===== src/rtl/power_isa_pkg.sv =====
// Shared decode definitions: unit codes, format codes and the dispatch queue entry.
// Latency: not applicable (types and constants only).
// Backpressure: not applicable.
package power_isa_pkg;

  localparam int regWidth         = 5;
  localparam int immWidth         = 64;
  localparam int opcodeWidth      = 6;
  localparam int xOpCodeWidth     = 10;
  localparam int formatIndexRange = 5;
  localparam int unitCodeWidth    = 3;
  localparam int fifoDepth        = 4;

  localparam logic [unitCodeWidth-1:0] FXUnitCode     = 3'd0;
  localparam logic [unitCodeWidth-1:0] FPUnitCode     = 3'd1;
  localparam logic [unitCodeWidth-1:0] LdStUnitCode   = 3'd2;
  localparam logic [unitCodeWidth-1:0] BranchUnitCode = 3'd3;
  localparam logic [unitCodeWidth-1:0] TrapUnitCode   = 3'd4;

  // Instruction-format codes carried through dispatch untouched.
  typedef enum logic [formatIndexRange-1:0] {
    FORMAT_A, FORMAT_B, FORMAT_D, FORMAT_DQ, FORMAT_DS, FORMAT_DX, FORMAT_I,
    FORMAT_M, FORMAT_MD, FORMAT_MDS, FORMAT_SC, FORMAT_VA, FORMAT_VC, FORMAT_VX,
    FORMAT_X, FORMAT_XFL, FORMAT_XFX, FORMAT_XL, FORMAT_XO, FORMAT_XS,
    FORMAT_XX2, FORMAT_XX3, FORMAT_Z22, FORMAT_Z23, FORMAT_INVALID
  } format_t;

  // One decoded instruction as held in the dispatch queue.
  typedef struct packed {
    logic [unitCodeWidth-1:0]    unitCode;
    logic [opcodeWidth-1:0]      opCode;
    logic [xOpCodeWidth-1:0]     xOpCode;
    logic                        xOpCodeEnabled;
    logic [formatIndexRange-1:0] format;
    logic [regWidth-1:0]         reg1;
    logic [regWidth-1:0]         reg2;
    logic [regWidth-1:0]         reg3;
    logic [2:0]                  operandEnable;
    logic [2:0]                  operandWriteback;
    logic [immWidth-1:0]         imm;
    logic                        immEnable;
    logic                        is64Bit;
    logic [63:0]                 instructionAddress;
  } decoded_inst_t;

endpackage


===== src/rtl/instruction_dispatch_if.sv =====
// Decoder, register-file, execution-unit and writeback signals of the dispatch stage.
// Latency: not applicable (wiring only).
// Backpressure: decodeReady_o gates decodeValid_i; unitBusy_i holds the head.
interface instruction_dispatch_if;
  import power_isa_pkg::*;

  logic                        flush_i;
  logic                        decodeValid_i;
  logic                        decodeReady_o;
  logic [unitCodeWidth-1:0]    decodeUnitCode_i;
  logic [opcodeWidth-1:0]      decodeOpCode_i;
  logic [xOpCodeWidth-1:0]     decodeXOpCode_i;
  logic                        decodeXOpCodeEnabled_i;
  logic [formatIndexRange-1:0] decodeFormat_i;
  logic [regWidth-1:0]         decodeReg1Address_i;
  logic [regWidth-1:0]         decodeReg2Address_i;
  logic [regWidth-1:0]         decodeReg3Address_i;
  logic [2:0]                  decodeOperandEnable_i;
  logic [2:0]                  decodeOperandWriteback_i;
  logic [immWidth-1:0]         decodeImm_i;
  logic                        decodeImmEnable_i;
  logic                        decodeIs64Bit_i;
  logic [63:0]                 decodeInstructionAddress_i;

  logic [regWidth-1:0]         rfReadAddress1_o;
  logic [regWidth-1:0]         rfReadAddress2_o;
  logic [regWidth-1:0]         rfReadAddress3_o;
  logic [63:0]                 rfReadData1_i;
  logic [63:0]                 rfReadData2_i;
  logic [63:0]                 rfReadData3_i;

  logic [4:0]                  unitBusy_i;

  logic                        enable_o;
  logic [unitCodeWidth-1:0]    functionalUnitCode_o;
  logic [opcodeWidth-1:0]      opCode_o;
  logic [xOpCodeWidth-1:0]     xOpCode_o;
  logic                        xOpCodeEnabled_o;
  logic [formatIndexRange-1:0] instructionFormat_o;
  logic [regWidth-1:0]         reg1Address_o;
  logic [regWidth-1:0]         reg2Address_o;
  logic [regWidth-1:0]         reg3Address_o;
  logic [63:0]                 operand1_o;
  logic [63:0]                 operand2_o;
  logic [63:0]                 operand3_o;
  logic                        operand1Enable_o;
  logic                        operand2Enable_o;
  logic                        operand3Enable_o;
  logic                        operand1Writeback_o;
  logic                        operand2Writeback_o;
  logic                        operand3Writeback_o;
  logic [immWidth-1:0]         imm_o;
  logic                        immEnable_o;
  logic                        is64Bit_o;
  logic [63:0]                 instructionAddress_o;

  logic                        wbValid_i;
  logic [regWidth-1:0]         wbAddress_i;
  logic [31:0]                 stallCount_o;

  // Dispatch stage view.
  modport master (
    input  flush_i, decodeValid_i, decodeUnitCode_i, decodeOpCode_i, decodeXOpCode_i,
           decodeXOpCodeEnabled_i, decodeFormat_i, decodeReg1Address_i, decodeReg2Address_i,
           decodeReg3Address_i, decodeOperandEnable_i, decodeOperandWriteback_i, decodeImm_i,
           decodeImmEnable_i, decodeIs64Bit_i, decodeInstructionAddress_i,
           rfReadData1_i, rfReadData2_i, rfReadData3_i, unitBusy_i, wbValid_i, wbAddress_i,
    output decodeReady_o, rfReadAddress1_o, rfReadAddress2_o, rfReadAddress3_o,
           enable_o, functionalUnitCode_o, opCode_o, xOpCode_o, xOpCodeEnabled_o,
           instructionFormat_o, reg1Address_o, reg2Address_o, reg3Address_o,
           operand1_o, operand2_o, operand3_o, operand1Enable_o, operand2Enable_o,
           operand3Enable_o, operand1Writeback_o, operand2Writeback_o, operand3Writeback_o,
           imm_o, immEnable_o, is64Bit_o, instructionAddress_o, stallCount_o
  );

  // Surrounding pipeline view (decoder, register file, execution units).
  modport slave (
    output flush_i, decodeValid_i, decodeUnitCode_i, decodeOpCode_i, decodeXOpCode_i,
           decodeXOpCodeEnabled_i, decodeFormat_i, decodeReg1Address_i, decodeReg2Address_i,
           decodeReg3Address_i, decodeOperandEnable_i, decodeOperandWriteback_i, decodeImm_i,
           decodeImmEnable_i, decodeIs64Bit_i, decodeInstructionAddress_i,
           rfReadData1_i, rfReadData2_i, rfReadData3_i, unitBusy_i, wbValid_i, wbAddress_i,
    input  decodeReady_o, rfReadAddress1_o, rfReadAddress2_o, rfReadAddress3_o,
           enable_o, functionalUnitCode_o, opCode_o, xOpCode_o, xOpCodeEnabled_o,
           instructionFormat_o, reg1Address_o, reg2Address_o, reg3Address_o,
           operand1_o, operand2_o, operand3_o, operand1Enable_o, operand2Enable_o,
           operand3Enable_o, operand1Writeback_o, operand2Writeback_o, operand3Writeback_o,
           imm_o, immEnable_o, is64Bit_o, instructionAddress_o, stallCount_o
  );

endinterface


===== src/rtl/dispatch_fifo.sv =====
// Small synchronous FIFO with flush; head entry is visible combinationally.
// Latency: a pushed entry is at the head one cycle after the push edge.
// Backpressure: caller must not push when full nor pop when empty.
module dispatch_fifo #(
  parameter int WIDTH = 8,
  parameter int DEPTH = 4
) (
  input  logic             clock_i,
  input  logic             reset_i,
  input  logic             flush,
  input  logic             push,
  input  logic             pop,
  input  logic [WIDTH-1:0] push_data,
  output logic [WIDTH-1:0] head_data,
  output logic             full,
  output logic             empty
);

  localparam int AW = $clog2(DEPTH);

  logic [WIDTH-1:0] mem [DEPTH];
  logic [AW-1:0]    wr_ptr;
  logic [AW-1:0]    rd_ptr;
  logic [AW:0]      count;

  assign head_data = mem[rd_ptr];
  assign full      = (count == (AW+1)'(DEPTH));
  assign empty     = (count == '0);

  // Storage array: written on push only, never reset.
  always_ff @(posedge clock_i) begin
    if (push) begin
      mem[wr_ptr] <= push_data;
    end
  end

  // Pointers wrap naturally at the power-of-two depth; flush empties in one cycle.
  always_ff @(posedge clock_i) begin
    if (reset_i || flush) begin
      wr_ptr <= '0;
      rd_ptr <= '0;
      count  <= '0;
    end else begin
      if (push) wr_ptr <= wr_ptr + AW'(1);
      if (pop)  rd_ptr <= rd_ptr + AW'(1);
      count <= count + {{AW{1'b0}}, push} - {{AW{1'b0}}, pop};
    end
  end

endmodule


===== src/rtl/instruction_dispatch.sv =====
// In-order dispatch: queue decoded instructions, block on GPR hazards and busy units, issue one registered beat.
// Latency: instruction accepted at edge N issues (enable_o) after edge N+1 when hazard-free.
// Backpressure: decodeReady_o drops when the queue is full; busy unit or hazard holds the head.
module instruction_dispatch
  import power_isa_pkg::*;
(
  input logic                    clock_i,
  input logic                    reset_i,
  instruction_dispatch_if.master dif
);

  decoded_inst_t                   push_entry;
  decoded_inst_t                   head;
  logic                            fifo_full;
  logic                            fifo_empty;
  logic                            push;
  logic                            issue;
  logic                            hazard;
  logic                            unit_busy;
  logic [7:0]                      busy_by_code;
  logic [2:0][regWidth-1:0]        head_regs;
  logic [31:0]                     scoreboard;
  logic [31:0]                     set_mask;
  logic [31:0]                     clear_mask;

  // Pack the decoder's fields into one queue entry.
  always_comb begin
    push_entry                    = '0;
    push_entry.unitCode           = dif.decodeUnitCode_i;
    push_entry.opCode             = dif.decodeOpCode_i;
    push_entry.xOpCode            = dif.decodeXOpCode_i;
    push_entry.xOpCodeEnabled     = dif.decodeXOpCodeEnabled_i;
    push_entry.format             = dif.decodeFormat_i;
    push_entry.reg1               = dif.decodeReg1Address_i;
    push_entry.reg2               = dif.decodeReg2Address_i;
    push_entry.reg3               = dif.decodeReg3Address_i;
    push_entry.operandEnable      = dif.decodeOperandEnable_i;
    push_entry.operandWriteback   = dif.decodeOperandWriteback_i;
    push_entry.imm                = dif.decodeImm_i;
    push_entry.immEnable          = dif.decodeImmEnable_i;
    push_entry.is64Bit            = dif.decodeIs64Bit_i;
    push_entry.instructionAddress = dif.decodeInstructionAddress_i;
  end

  // Full blocks the decoder even when the head leaves this cycle (no pop-through).
  assign dif.decodeReady_o = !fifo_full && !reset_i;
  assign push              = dif.decodeValid_i && dif.decodeReady_o && !dif.flush_i;

  dispatch_fifo #(
    .WIDTH ($bits(decoded_inst_t)),
    .DEPTH (fifoDepth)
  ) u_fifo (
    .clock_i   (clock_i),
    .reset_i   (reset_i),
    .flush     (dif.flush_i),
    .push      (push),
    .pop       (issue),
    .push_data (push_entry),
    .head_data (head),
    .full      (fifo_full),
    .empty     (fifo_empty)
  );

  assign head_regs            = {head.reg3, head.reg2, head.reg1};
  assign dif.rfReadAddress1_o = head.reg1;
  assign dif.rfReadAddress2_o = head.reg2;
  assign dif.rfReadAddress3_o = head.reg3;

  // Codes 5..7 map onto permanently-set busy bits so such an instruction waits for a flush.
  assign busy_by_code = {3'b111, dif.unitBusy_i};
  assign unit_busy    = busy_by_code[head.unitCode];

  // RAW/WAW check against the scoreboard as registered at the start of the cycle.
  always_comb begin
    hazard   = 1'b0;
    set_mask = '0;
    for (int n = 0; n < 3; n++) begin
      if ((head.operandEnable[n] || head.operandWriteback[n]) && scoreboard[head_regs[n]]) begin
        hazard = 1'b1;
      end
      if (head.operandWriteback[n]) begin
        set_mask[head_regs[n]] = 1'b1;
      end
    end
  end

  assign issue = !reset_i && !fifo_empty && !dif.flush_i && !unit_busy && !hazard;

  // Writeback completion clears its register bit.
  always_comb begin
    clear_mask = '0;
    if (dif.wbValid_i) begin
      clear_mask[dif.wbAddress_i] = 1'b1;
    end
  end

  // Scoreboard: clear then set, so a same-cycle set wins; flush leaves it alone.
  always_ff @(posedge clock_i) begin
    if (reset_i) begin
      scoreboard <= '0;
    end else begin
      scoreboard <= (scoreboard & ~clear_mask) | (issue ? set_mask : 32'd0);
    end
  end

  // Issue beat: strobe for one cycle, payload holds between issues.
  always_ff @(posedge clock_i) begin
    if (reset_i) begin
      dif.enable_o             <= 1'b0;
      dif.functionalUnitCode_o <= '0;
      dif.opCode_o             <= '0;
      dif.xOpCode_o            <= '0;
      dif.xOpCodeEnabled_o     <= 1'b0;
      dif.instructionFormat_o  <= '0;
      dif.reg1Address_o        <= '0;
      dif.reg2Address_o        <= '0;
      dif.reg3Address_o        <= '0;
      dif.operand1_o           <= '0;
      dif.operand2_o           <= '0;
      dif.operand3_o           <= '0;
      dif.operand1Enable_o     <= 1'b0;
      dif.operand2Enable_o     <= 1'b0;
      dif.operand3Enable_o     <= 1'b0;
      dif.operand1Writeback_o  <= 1'b0;
      dif.operand2Writeback_o  <= 1'b0;
      dif.operand3Writeback_o  <= 1'b0;
      dif.imm_o                <= '0;
      dif.immEnable_o          <= 1'b0;
      dif.is64Bit_o            <= 1'b0;
      dif.instructionAddress_o <= '0;
    end else begin
      dif.enable_o <= issue;
      if (issue) begin
        dif.functionalUnitCode_o <= head.unitCode;
        dif.opCode_o             <= head.opCode;
        dif.xOpCode_o            <= head.xOpCode;
        dif.xOpCodeEnabled_o     <= head.xOpCodeEnabled;
        dif.instructionFormat_o  <= head.format;
        dif.reg1Address_o        <= head.reg1;
        dif.reg2Address_o        <= head.reg2;
        dif.reg3Address_o        <= head.reg3;
        dif.operand1_o           <= dif.rfReadData1_i;
        dif.operand2_o           <= dif.rfReadData2_i;
        dif.operand3_o           <= dif.rfReadData3_i;
        dif.operand1Enable_o     <= head.operandEnable[0];
        dif.operand2Enable_o     <= head.operandEnable[1];
        dif.operand3Enable_o     <= head.operandEnable[2];
        dif.operand1Writeback_o  <= head.operandWriteback[0];
        dif.operand2Writeback_o  <= head.operandWriteback[1];
        dif.operand3Writeback_o  <= head.operandWriteback[2];
        dif.imm_o                <= head.imm;
        dif.immEnable_o          <= head.immEnable;
        dif.is64Bit_o            <= head.is64Bit;
        dif.instructionAddress_o <= head.instructionAddress;
      end
    end
  end

  // Saturating count of cycles where a valid head is held back (flush cycles excluded).
  always_ff @(posedge clock_i) begin
    if (reset_i) begin
      dif.stallCount_o <= '0;
    end else if (!fifo_empty && !dif.flush_i && !issue && (dif.stallCount_o != 32'hFFFF_FFFF)) begin
      dif.stallCount_o <= dif.stallCount_o + 32'd1;
    end
  end

endmodule


===== src/flat_wrapper.sv =====
// flat-port wrapper written by rule: the top's interface ports become plain ports
module instruction_dispatch_flat import power_isa_pkg::*;
  (clock_i, reset_i, dif_flush_i, dif_decodeValid_i, dif_decodeUnitCode_i, dif_decodeOpCode_i, dif_decodeXOpCode_i, dif_decodeXOpCodeEnabled_i, dif_decodeFormat_i, dif_decodeReg1Address_i, dif_decodeReg2Address_i, dif_decodeReg3Address_i, dif_decodeOperandEnable_i, dif_decodeOperandWriteback_i, dif_decodeImm_i, dif_decodeImmEnable_i, dif_decodeIs64Bit_i, dif_decodeInstructionAddress_i, dif_rfReadData1_i, dif_rfReadData2_i, dif_rfReadData3_i, dif_unitBusy_i, dif_wbValid_i, dif_wbAddress_i, dif_decodeReady_o, dif_rfReadAddress1_o, dif_rfReadAddress2_o, dif_rfReadAddress3_o, dif_enable_o, dif_functionalUnitCode_o, dif_opCode_o, dif_xOpCode_o, dif_xOpCodeEnabled_o, dif_instructionFormat_o, dif_reg1Address_o, dif_reg2Address_o, dif_reg3Address_o, dif_operand1_o, dif_operand2_o, dif_operand3_o, dif_operand1Enable_o, dif_operand2Enable_o, dif_operand3Enable_o, dif_operand1Writeback_o, dif_operand2Writeback_o, dif_operand3Writeback_o, dif_imm_o, dif_immEnable_o, dif_is64Bit_o, dif_instructionAddress_o, dif_stallCount_o);
  instruction_dispatch_if dif_i ();
  input logic clock_i;
  input logic reset_i;
  input wire logic [$bits(dif_i.flush_i)-1:0] dif_flush_i;
  input wire logic [$bits(dif_i.decodeValid_i)-1:0] dif_decodeValid_i;
  input wire logic [$bits(dif_i.decodeUnitCode_i)-1:0] dif_decodeUnitCode_i;
  input wire logic [$bits(dif_i.decodeOpCode_i)-1:0] dif_decodeOpCode_i;
  input wire logic [$bits(dif_i.decodeXOpCode_i)-1:0] dif_decodeXOpCode_i;
  input wire logic [$bits(dif_i.decodeXOpCodeEnabled_i)-1:0] dif_decodeXOpCodeEnabled_i;
  input wire logic [$bits(dif_i.decodeFormat_i)-1:0] dif_decodeFormat_i;
  input wire logic [$bits(dif_i.decodeReg1Address_i)-1:0] dif_decodeReg1Address_i;
  input wire logic [$bits(dif_i.decodeReg2Address_i)-1:0] dif_decodeReg2Address_i;
  input wire logic [$bits(dif_i.decodeReg3Address_i)-1:0] dif_decodeReg3Address_i;
  input wire logic [$bits(dif_i.decodeOperandEnable_i)-1:0] dif_decodeOperandEnable_i;
  input wire logic [$bits(dif_i.decodeOperandWriteback_i)-1:0] dif_decodeOperandWriteback_i;
  input wire logic [$bits(dif_i.decodeImm_i)-1:0] dif_decodeImm_i;
  input wire logic [$bits(dif_i.decodeImmEnable_i)-1:0] dif_decodeImmEnable_i;
  input wire logic [$bits(dif_i.decodeIs64Bit_i)-1:0] dif_decodeIs64Bit_i;
  input wire logic [$bits(dif_i.decodeInstructionAddress_i)-1:0] dif_decodeInstructionAddress_i;
  input wire logic [$bits(dif_i.rfReadData1_i)-1:0] dif_rfReadData1_i;
  input wire logic [$bits(dif_i.rfReadData2_i)-1:0] dif_rfReadData2_i;
  input wire logic [$bits(dif_i.rfReadData3_i)-1:0] dif_rfReadData3_i;
  input wire logic [$bits(dif_i.unitBusy_i)-1:0] dif_unitBusy_i;
  input wire logic [$bits(dif_i.wbValid_i)-1:0] dif_wbValid_i;
  input wire logic [$bits(dif_i.wbAddress_i)-1:0] dif_wbAddress_i;
  output wire logic [$bits(dif_i.decodeReady_o)-1:0] dif_decodeReady_o;
  output wire logic [$bits(dif_i.rfReadAddress1_o)-1:0] dif_rfReadAddress1_o;
  output wire logic [$bits(dif_i.rfReadAddress2_o)-1:0] dif_rfReadAddress2_o;
  output wire logic [$bits(dif_i.rfReadAddress3_o)-1:0] dif_rfReadAddress3_o;
  output wire logic [$bits(dif_i.enable_o)-1:0] dif_enable_o;
  output wire logic [$bits(dif_i.functionalUnitCode_o)-1:0] dif_functionalUnitCode_o;
  output wire logic [$bits(dif_i.opCode_o)-1:0] dif_opCode_o;
  output wire logic [$bits(dif_i.xOpCode_o)-1:0] dif_xOpCode_o;
  output wire logic [$bits(dif_i.xOpCodeEnabled_o)-1:0] dif_xOpCodeEnabled_o;
  output wire logic [$bits(dif_i.instructionFormat_o)-1:0] dif_instructionFormat_o;
  output wire logic [$bits(dif_i.reg1Address_o)-1:0] dif_reg1Address_o;
  output wire logic [$bits(dif_i.reg2Address_o)-1:0] dif_reg2Address_o;
  output wire logic [$bits(dif_i.reg3Address_o)-1:0] dif_reg3Address_o;
  output wire logic [$bits(dif_i.operand1_o)-1:0] dif_operand1_o;
  output wire logic [$bits(dif_i.operand2_o)-1:0] dif_operand2_o;
  output wire logic [$bits(dif_i.operand3_o)-1:0] dif_operand3_o;
  output wire logic [$bits(dif_i.operand1Enable_o)-1:0] dif_operand1Enable_o;
  output wire logic [$bits(dif_i.operand2Enable_o)-1:0] dif_operand2Enable_o;
  output wire logic [$bits(dif_i.operand3Enable_o)-1:0] dif_operand3Enable_o;
  output wire logic [$bits(dif_i.operand1Writeback_o)-1:0] dif_operand1Writeback_o;
  output wire logic [$bits(dif_i.operand2Writeback_o)-1:0] dif_operand2Writeback_o;
  output wire logic [$bits(dif_i.operand3Writeback_o)-1:0] dif_operand3Writeback_o;
  output wire logic [$bits(dif_i.imm_o)-1:0] dif_imm_o;
  output wire logic [$bits(dif_i.immEnable_o)-1:0] dif_immEnable_o;
  output wire logic [$bits(dif_i.is64Bit_o)-1:0] dif_is64Bit_o;
  output wire logic [$bits(dif_i.instructionAddress_o)-1:0] dif_instructionAddress_o;
  output wire logic [$bits(dif_i.stallCount_o)-1:0] dif_stallCount_o;
  assign dif_i.flush_i = dif_flush_i;
  assign dif_i.decodeValid_i = dif_decodeValid_i;
  assign dif_i.decodeUnitCode_i = dif_decodeUnitCode_i;
  assign dif_i.decodeOpCode_i = dif_decodeOpCode_i;
  assign dif_i.decodeXOpCode_i = dif_decodeXOpCode_i;
  assign dif_i.decodeXOpCodeEnabled_i = dif_decodeXOpCodeEnabled_i;
  assign dif_i.decodeFormat_i = dif_decodeFormat_i;
  assign dif_i.decodeReg1Address_i = dif_decodeReg1Address_i;
  assign dif_i.decodeReg2Address_i = dif_decodeReg2Address_i;
  assign dif_i.decodeReg3Address_i = dif_decodeReg3Address_i;
  assign dif_i.decodeOperandEnable_i = dif_decodeOperandEnable_i;
  assign dif_i.decodeOperandWriteback_i = dif_decodeOperandWriteback_i;
  assign dif_i.decodeImm_i = dif_decodeImm_i;
  assign dif_i.decodeImmEnable_i = dif_decodeImmEnable_i;
  assign dif_i.decodeIs64Bit_i = dif_decodeIs64Bit_i;
  assign dif_i.decodeInstructionAddress_i = dif_decodeInstructionAddress_i;
  assign dif_i.rfReadData1_i = dif_rfReadData1_i;
  assign dif_i.rfReadData2_i = dif_rfReadData2_i;
  assign dif_i.rfReadData3_i = dif_rfReadData3_i;
  assign dif_i.unitBusy_i = dif_unitBusy_i;
  assign dif_i.wbValid_i = dif_wbValid_i;
  assign dif_i.wbAddress_i = dif_wbAddress_i;
  assign dif_decodeReady_o = dif_i.decodeReady_o;
  assign dif_rfReadAddress1_o = dif_i.rfReadAddress1_o;
  assign dif_rfReadAddress2_o = dif_i.rfReadAddress2_o;
  assign dif_rfReadAddress3_o = dif_i.rfReadAddress3_o;
  assign dif_enable_o = dif_i.enable_o;
  assign dif_functionalUnitCode_o = dif_i.functionalUnitCode_o;
  assign dif_opCode_o = dif_i.opCode_o;
  assign dif_xOpCode_o = dif_i.xOpCode_o;
  assign dif_xOpCodeEnabled_o = dif_i.xOpCodeEnabled_o;
  assign dif_instructionFormat_o = dif_i.instructionFormat_o;
  assign dif_reg1Address_o = dif_i.reg1Address_o;
  assign dif_reg2Address_o = dif_i.reg2Address_o;
  assign dif_reg3Address_o = dif_i.reg3Address_o;
  assign dif_operand1_o = dif_i.operand1_o;
  assign dif_operand2_o = dif_i.operand2_o;
  assign dif_operand3_o = dif_i.operand3_o;
  assign dif_operand1Enable_o = dif_i.operand1Enable_o;
  assign dif_operand2Enable_o = dif_i.operand2Enable_o;
  assign dif_operand3Enable_o = dif_i.operand3Enable_o;
  assign dif_operand1Writeback_o = dif_i.operand1Writeback_o;
  assign dif_operand2Writeback_o = dif_i.operand2Writeback_o;
  assign dif_operand3Writeback_o = dif_i.operand3Writeback_o;
  assign dif_imm_o = dif_i.imm_o;
  assign dif_immEnable_o = dif_i.immEnable_o;
  assign dif_is64Bit_o = dif_i.is64Bit_o;
  assign dif_instructionAddress_o = dif_i.instructionAddress_o;
  assign dif_stallCount_o = dif_i.stallCount_o;
  instruction_dispatch u_core (.clock_i(clock_i), .reset_i(reset_i), .dif(dif_i));
endmodule

===== config.mk =====
export PLATFORM = sky130hd
export DESIGN_NAME = instruction_dispatch_flat
export DESIGN_NICKNAME = d
export VERILOG_FILES = /design/src/rtl/power_isa_pkg.sv /design/src/rtl/instruction_dispatch_if.sv /design/src/rtl/dispatch_fifo.sv /design/src/rtl/instruction_dispatch.sv /design/src/flat_wrapper.sv
export SDC_FILE = /design/constraint.sdc
export NUM_CORES = 1
export LEC_CHECK = 0
export CAP_MARGIN = 10
export CELL_PAD_IN_SITES_DETAIL_PLACEMENT = 1
export CELL_PAD_IN_SITES_GLOBAL_PLACEMENT = 2
export CORE_ASPECT_RATIO = 1.25
export CORE_UTILIZATION = 36
export DETAILED_ROUTE_END_ITERATION = 6
export GPL_TIMING_DRIVEN = 1
export PLACE_DENSITY = 0.84
export SYNTH_ARGS = -nofsm -noshare
export SYNTH_HDL_FRONTEND = slang
export SYNTH_SLANG_ARGS = --single-unit
export TNS_END_PERCENT = 30

===== constraint.sdc =====
create_clock -name clock_i -period 9.15 [get_ports clock_i]
set_input_delay 1.3725 -clock clock_i [delete_from_list [all_inputs] [get_ports clock_i]]
set_output_delay 1.3725 -clock clock_i [all_outputs]
set_load 0.005 [all_outputs]

==> results_dict.tcl <==
set metrics [dict create \
    fp.dieW_um 314 \
    drt_iter0_markers 1663 \
    viasPerCell 5.14 \
    setup_viol 0 \
    cts_tree "yes" \
    ys_seq_elements 1146 \
    hp-class "flip-flop to flip-flop" \
    grt_setup_unrepaired "no" \
    grt_pass1_vias 30568 \
    p_int_mw 8.52 \
    layout-drive-gt1-share_pct 10.2 \
    antenna_found_initial 30 \
    cts_resized 0 \
    layout_commonest_cell "clkdlybuf4s50_1" \
    fin_skew_ns 0.0788 \
    first_pass_iters 5 \
    dp_hpwl_mm 91.2 \
    cp.arrival_ns 6.51 \
    leakage_nw 18.7 \
    synthSimpleGateAreaFrac_pct 12.9 \
    synth-compound-area-share_pct 4.56 \
    final_cell_mix "clkdlybuf4s50_1 (798), nand2_1 (795), edfxtp_1 (704)" \
    start_util_pct 36.4 \
    holdPathEnd "u_core.dif.operand1_o[45]" \
    clkPwrFrac_pct 45.3 \
    coreArea_um2 120000 \
    syn_area_per_cell_um2 13.6 \
    maxCapViolCount 0 \
    io_buffers 799 \
    post-cts-setup-buffers 0 \
    setup_ws_ns 3.26 \
    syn_inst 3225 \
    clk_pin_slew_ns 0.06 \
    insertion_delay_ns 0.76 \
    track_usage_pct 22.2 \
    path_cells "buf_4 -> mux4_2 -> mux2i_1 -> mux2i_1 -> o22ai_1 -> nor3_1 -> a21oi_2 -> nand3_4 -> inv_8 -> buf_4 -> nand2_1 -> a21oi_1" \
    tightest_slew_ns 1.26 \
    reg2reg_slack_ns 3.26 \
    placed_cell_area_um2 52800 \
    critPathMaxStageDelay_ns 0.86 \
    cts.sinks 1146 \
    pwr-share-seq_pct 51.2 \
    cpLargestDelayFamily "buffers and inverters" \
    ir_worst_vdd_mv 0.239 \
    place_congestion 0.835 \
    vias 28984 \
    synthMuxAreaShare_pct 10.9 \
    final_nets 4332 \
    critPathMaxFanout 107 \
    ctsHoldBuffers 0 \
    grt_pass1_wl_mm 202 \
    r2r-end "u_core.dif.operand3_o[11]" \
    synth_edf_count 704 \
    crit_buf_inv 3 \
    drt-wirelength-per-cell_um 24.9 \
    combPwrFrac_pct 3.5 \
    synth_cell_type_count 58 \
    ys.flop_type "edfxtp_1" \
    period_share_pct 64.4 \
    outcome "finished clean" \
    path_class "flip-flop to flip-flop" \
    drc 0 \
    fin_crit_ns 5.89 \
    cts_root_buf "clkbuf_16" \
    synth_top_family_by_area "simple AND/OR/NAND/NOR gates" \
    die_h_um 392 \
    ant_nets 0 \
    p_per_area_nw_per_um2 190 \
    hp-start "u_core.dif.operand1_o[45]" \
    power.switching_mw 2.27 \
    min_path_cells 2 \
    finish.instance_area_um2 56800 \
    ctsHtreeMaxLevel 3 \
    setup-tns-final_ns 0 \
    crit_path_top_delay_cell "inv_8" \
    clk_path_buf_depth 3 \
    drv_slew 0 \
    async_flop_share_pct 0 \
    synth_area_um2 43800 \
    yosysWarnings 0 \
    switching_share_pct 21.1 \
    slew_headroom_pct 15.6 \
    synthAdderAreaFrac_pct 0.246 \
    timing_hold_violations_final 0 \
    grt_max_degree 233 \
    wl_mm 140 \
    grt-ovfl-total 0 \
    synth_xor_xnor_area_share_pct 0.0801 \
    critical_path_required_ns 9.76 \
    whs_ns 0.452 \
    synth_fp_nets 3616 \
    end_kind "flip-flop" \
    rr_worst_depth 12 \
    timing.fmax_mhz 170 \
    ys_seq_area_share_pct 68.5 \
    cts-buffers-inserted 115 \
    start_kind "flip-flop" \
    place_ws_ns 2.97 \
    io_pins 800 \
    die-area_um2 123000 \
    syn2layout_area_growth_pct 29.9 \
    fp-row-count 142 \
]
registers in the layout, summed over array words and instances, names as in the netlist, 6 cells and up, named ones only:
name                             cells
u_core.u_fifo.mem                  704
u_core.dif.imm_o                    64
u_core.dif.instructionAddress_o     64
u_core.dif.operand1_o               64
u_core.dif.operand2_o               64
u_core.dif.operand3_o               64
u_core.dif.stallCount_o             32
u_core.scoreboard                   32
u_core.dif.xOpCode_o                10
u_core.dif.opCode_o                  6
cells in the mapped netlist (5+ instances only):
cell	n	area share, %
and4_1	7	0.14
dfxtp_1	442	20
or4_1	15	0.26
o31ai_1	16	0.27
nor2b_1	32	0.46
buf_4	33	0.57
o21ai_0	49	0.56
nor3_1	8	0.092
buf_2	24	0.27
a21oi_1	242	2.8
inv_1	12	0.10
buf_6	27	0.69
nand3b_1	177	3.0
nand2b_1	11	0.16
nand3_1	16	0.18
mux4_2	180	9.3
ha_1	7	0.20
mux2_2	9	0.23
and2_1	13	0.19
and3_1	5	0.071
nor2_1	99	0.85
clkbuf_1	126	1.1
nand2_1	795	6.8
nor4_1	7	0.10
o22ai_1	40	0.57
mux2i_1	61	1.4
buf_1	9	0.077
nand4_1	10	0.14
edfxtp_1	704	48
per-stage QoR:
step,cells,total power [mW],util [%]
2_1_floorplan,3225,5.75,-
3_3_place_gp,5408,6.00,43.9
3_5_place_dp,5408,6.01,43.9
4_1_cts,5625,10.9,47.2
5_1_grt,5634,11.1,47.3
6_report,5637,10.8,47.3
tightest hold or removal path: cells and delay by family (launching register included):
kind,cells,cell delay (ns)
compound gates,1,0.05
simple gates,1,0.05
flops,1,0.31
cells by family (layout without fill, tap and decap cells):
group           count (synthesis)  count (layout)
simple gates                 1216            1216
fa+ha+maj                       8               8
mux                           250             250
compound gates                367             367
buf+inv                       234            1050
other cells                     0              12
flops                        1146            1146
xor+xnor                        4               4
final cells by class:
cell class | count | area, um2
fillers | 12158 | 63400
flip-flops and latches | 1146 | 30000
multi-input cells | 1845 | 12500
repair buffers | 819 | 8250
clock buffers | 164 | 3340
well taps | 1584 | 1980
clock inverters | 53 | 639
inverters | 14 | 60.1
diodes | 12 | 30.0
power groups by stage:
stage	Combinational, mW	Sequential [mW]	Clock, mW
finish	0.378	5.52	4.89
global route	0.398	5.52	5.19
CTS	0.382	5.52	5.02
detailed placement	0.380	5.63	0
global placement	0.371	5.63	0
floorplan	0.109	5.64	0
how the worst max path moves through the flow:
stage                      startpoint                         to  slack (ns)  cells past startpoint
after detailed placement    flip-flop     u_core.u_fifo.count[2]        2.97                     15
after CTS                   flip-flop     u_core.u_fifo.count[2]        2.94                     15
final                       flip-flop  u_core.dif.operand3_o[11]        3.26                     12
after global routing        flip-flop     u_core.u_fifo.count[2]        2.69                     15
after floorplan               reset_i    u_core.u_fifo.mem[0][0]        2.36                      5
after global placement    dif_flush_i     u_core.u_fifo.count[2]        3.00                     14
routing by layer:
| layer | wire length, um | vias to the layer above | track usage, % |
|---|---|---|---|
| li1 | - | 13155 | - |
| met1 | 50600 | 14609 | 24.1 |
| met2 | 73500 | 976 | 40.1 |
| met3 | 10800 | 218 | 6.09 |
| met4 | 5170 | 26 | 9.75 |
| met5 | 173 | - | 0 |
Power figures use the tool's default switching activity.
==> RTL edit, RTL diff (config.mk and constraints unchanged) <==
Make the reset (`reset_i`) asynchronous in 3 clocked blocks.
--- a/src/rtl/instruction_dispatch.sv
+++ b/src/rtl/instruction_dispatch.sv
@@ -95,7 +95,7 @@
   end
 
   // Scoreboard: clear then set, so a same-cycle set wins; flush leaves it alone.
-  always_ff @(posedge clock_i) begin
+  always_ff @(posedge clock_i or posedge reset_i) begin
     if (reset_i) begin
       scoreboard <= '0;
     end else begin
@@ -104,7 +104,7 @@
   end
 
   // Issue beat: strobe for one cycle, payload holds between issues.
-  always_ff @(posedge clock_i) begin
+  always_ff @(posedge clock_i or posedge reset_i) begin
     if (reset_i) begin
       dif.enable_o             <= 1'b0;
       dif.functionalUnitCode_o <= '0;
@@ -157,7 +157,7 @@
   end
 
   // Saturating count of cycles where a valid head is held back (flush cycles excluded).
-  always_ff @(posedge clock_i) begin
+  always_ff @(posedge clock_i or posedge reset_i) begin
     if (reset_i) begin
       dif.stallCount_o <= '0;
     end else if (!fifo_empty && !dif.flush_i && !issue && (dif.stallCount_o != 32'hFFFF_FFFF)) begin
Check against the original RTL: not settled (the Yosys comparison gave no result); the edit may change what the design does.
==> RTL edit against the unedited design <==
Design area grew 2.8%. Total power grew 4.4%. Sequential share of layout area grew 2.3 points. Count of clock-buffer cells in the layout shrank 7. Synthesized area grew 2.6%. Sequential cell count is the same. Worst setup slack gained 0.48 ns. Routed wire length shrank 3.3%. Final cell count shrank 14%. Via count shrank 15%. Maximum frequency grew 8.8%. Global-route usage shrank 0.86 points.
==> RTL edit: results (changes against the unedited design) <==
* Synth Area in Adders at 0.00240 (was 0.00246)
* Post-synthesis compound-gate area fraction at 0.0154 (was 0.0456)
* Worst hold margin at 0.486 ns (was 0.452 ns)
* CTS buffer count at 114 (was 115)
* Synth async-reset ratio at 0.378 (was 0)
* Share of post-route cells with drive strength above 1 at 0.237 (was 0.102)
* Flop pwr share at 0.506 (was 0.512)
* Post-synth top cells: 704 x edfxtp_1, 433 x dfrtp_1, 200 x mux2_4 (was 795 x nand2_1, 704 x edfxtp_1, 442 x dfxtp_1)
* Routed met3 length at 10,700 um (was 10,800 um)
* Total power draw at 11.3 mW (was 10.8 mW)
* WP data arrival at 5.98 ns (was 6.51 ns)
* Vias in the first global route at 26,900 (was 30,600)
* Placed Area at 54,500 sq um (was 52,800 sq um)
* Slowest stage cell, crit path: dfxtp_4 (was inv_8)
* Number of antenna violations at the first check in global routing at 34 (was 30)
* Clk_lat worst skew at 0.73 ns (was 0.76 ns)
* Largest reg by FF count: u_core.u_fifo.mem (unchanged)
* Final Non-Filler Cells at 4,863 (was 5,637)
* Status: finished clean (unchanged)
* Worst r2r path cells at 11 (was 12)
* Routed met1 length at 49,800 um (was 50,600 um)
* First-pass GRT wire length at 196,000 um (was 202,000 um)
* Wire length per cell at 27.9 um (was 24.9 um)
* Mux contribution to synthesized area at 0.212 (was 0.109)
* Placed insts at 4,635 (was 5,408)
* Met2 wire len at 70,100 um (was 73,500 um)
* R2R Path End: u_core.dif.operand2_o[30] (was u_core.dif.operand3_o[11])
* Detail Placement HPWL at 92,000 um (was 91,200 um)
* CP Max Fanout at 123 (was 107)
* Gr usage total at 0.213 (was 0.222)
* Peak VDD IR at 0.000187 V (was 0.000239 V)
* Routability cong. at 0.948 (was 0.835)
* Syn Nets at 2,717 (was 3,616)
* CTS Sinks at 1,146 (unchanged)
* Worst clock skew at 0.0528 ns (was 0.0788 ns)
* DRT iter0 DRCs at 1,466 (was 1,663)
* Post-cts resize count at 0 (unchanged)
* Clk. pwr at 4.88 mW (was 4.89 mW)
* Nets at 3,537 (was 4,332)
* Post-Place Setup Slack at 3.67 ns (was 2.97 ns)
* Largest net degree at the start of global routing at 151 (was 233)
* LEAKAGE at 22.3 nW (was 18.7 nW)
* Worst Tran Pin Value at 1.02 ns (was 1.26 ns)
* Sequential fraction of the synthesis area at 0.717 (was 0.685)
* HP Start: u_core.u_fifo.rd_ptr[1] (was u_core.dif.operand1_o[45])
* Crit path largest cell delay at 0.84 ns (was 0.86 ns)
* Syn avg cell area at 19.3 sq um (was 13.6 sq um)
* XOR/XNOR Fraction of Synth Area at 0.00683 (was 0.000801)
* Vias/cell at 5.08 (was 5.14)
* Cell variety after synth at 44 (was 58)
* Top cells by area, synth: edfxtp_1 47%, dfrtp_1 24%, mux4_2 8.9% (was edfxtp_1 48%, dfxtp_1 20%, mux4_2 9.3%)
* Net load switching power at 2.40 mW (was 2.27 mW)
RTL edit: routing by layer:
layer  vias to the layer above  track usage
met2                       829        0.377
met5                         -            0
li1                      10600            -
met4                        16       0.0824
met1                     13000        0.240
met3                       204       0.0659
RTL edit: layout make-up:
class / count / area (sq um)
Antenna cell: 14 / 35.0
Clock buffer: 157 / 3170
Clock inverter: 56 / 738
Fill cell: 11600 / 65000
Inverter: 15 / 60.1
Multi-Input combinational cell: 1041 / 11900
Sequential cell: 1146 / 32200
Tap cell: 1606 / 2010
Timing Repair Buffer: 828 / 8330
RTL edit: how the worst max path moves through the flow:
stage	from	cells after the start	endpoint	slack, ns
finish	flip-flop	11	u_core.dif.operand2_o[30]	3.74
global route	flip-flop	11	u_core.dif.operand1_o[18]	3.43
CTS	flip-flop	11	u_core.dif.operand2_o[2]	3.67
detailed placement	flip-flop	11	u_core.dif.operand1_o[52]	3.67
global placement	flip-flop	11	u_core.dif.operand1_o[16]	3.69
floorplan	reset_i	1	u_core.dif.enable_o	1.93
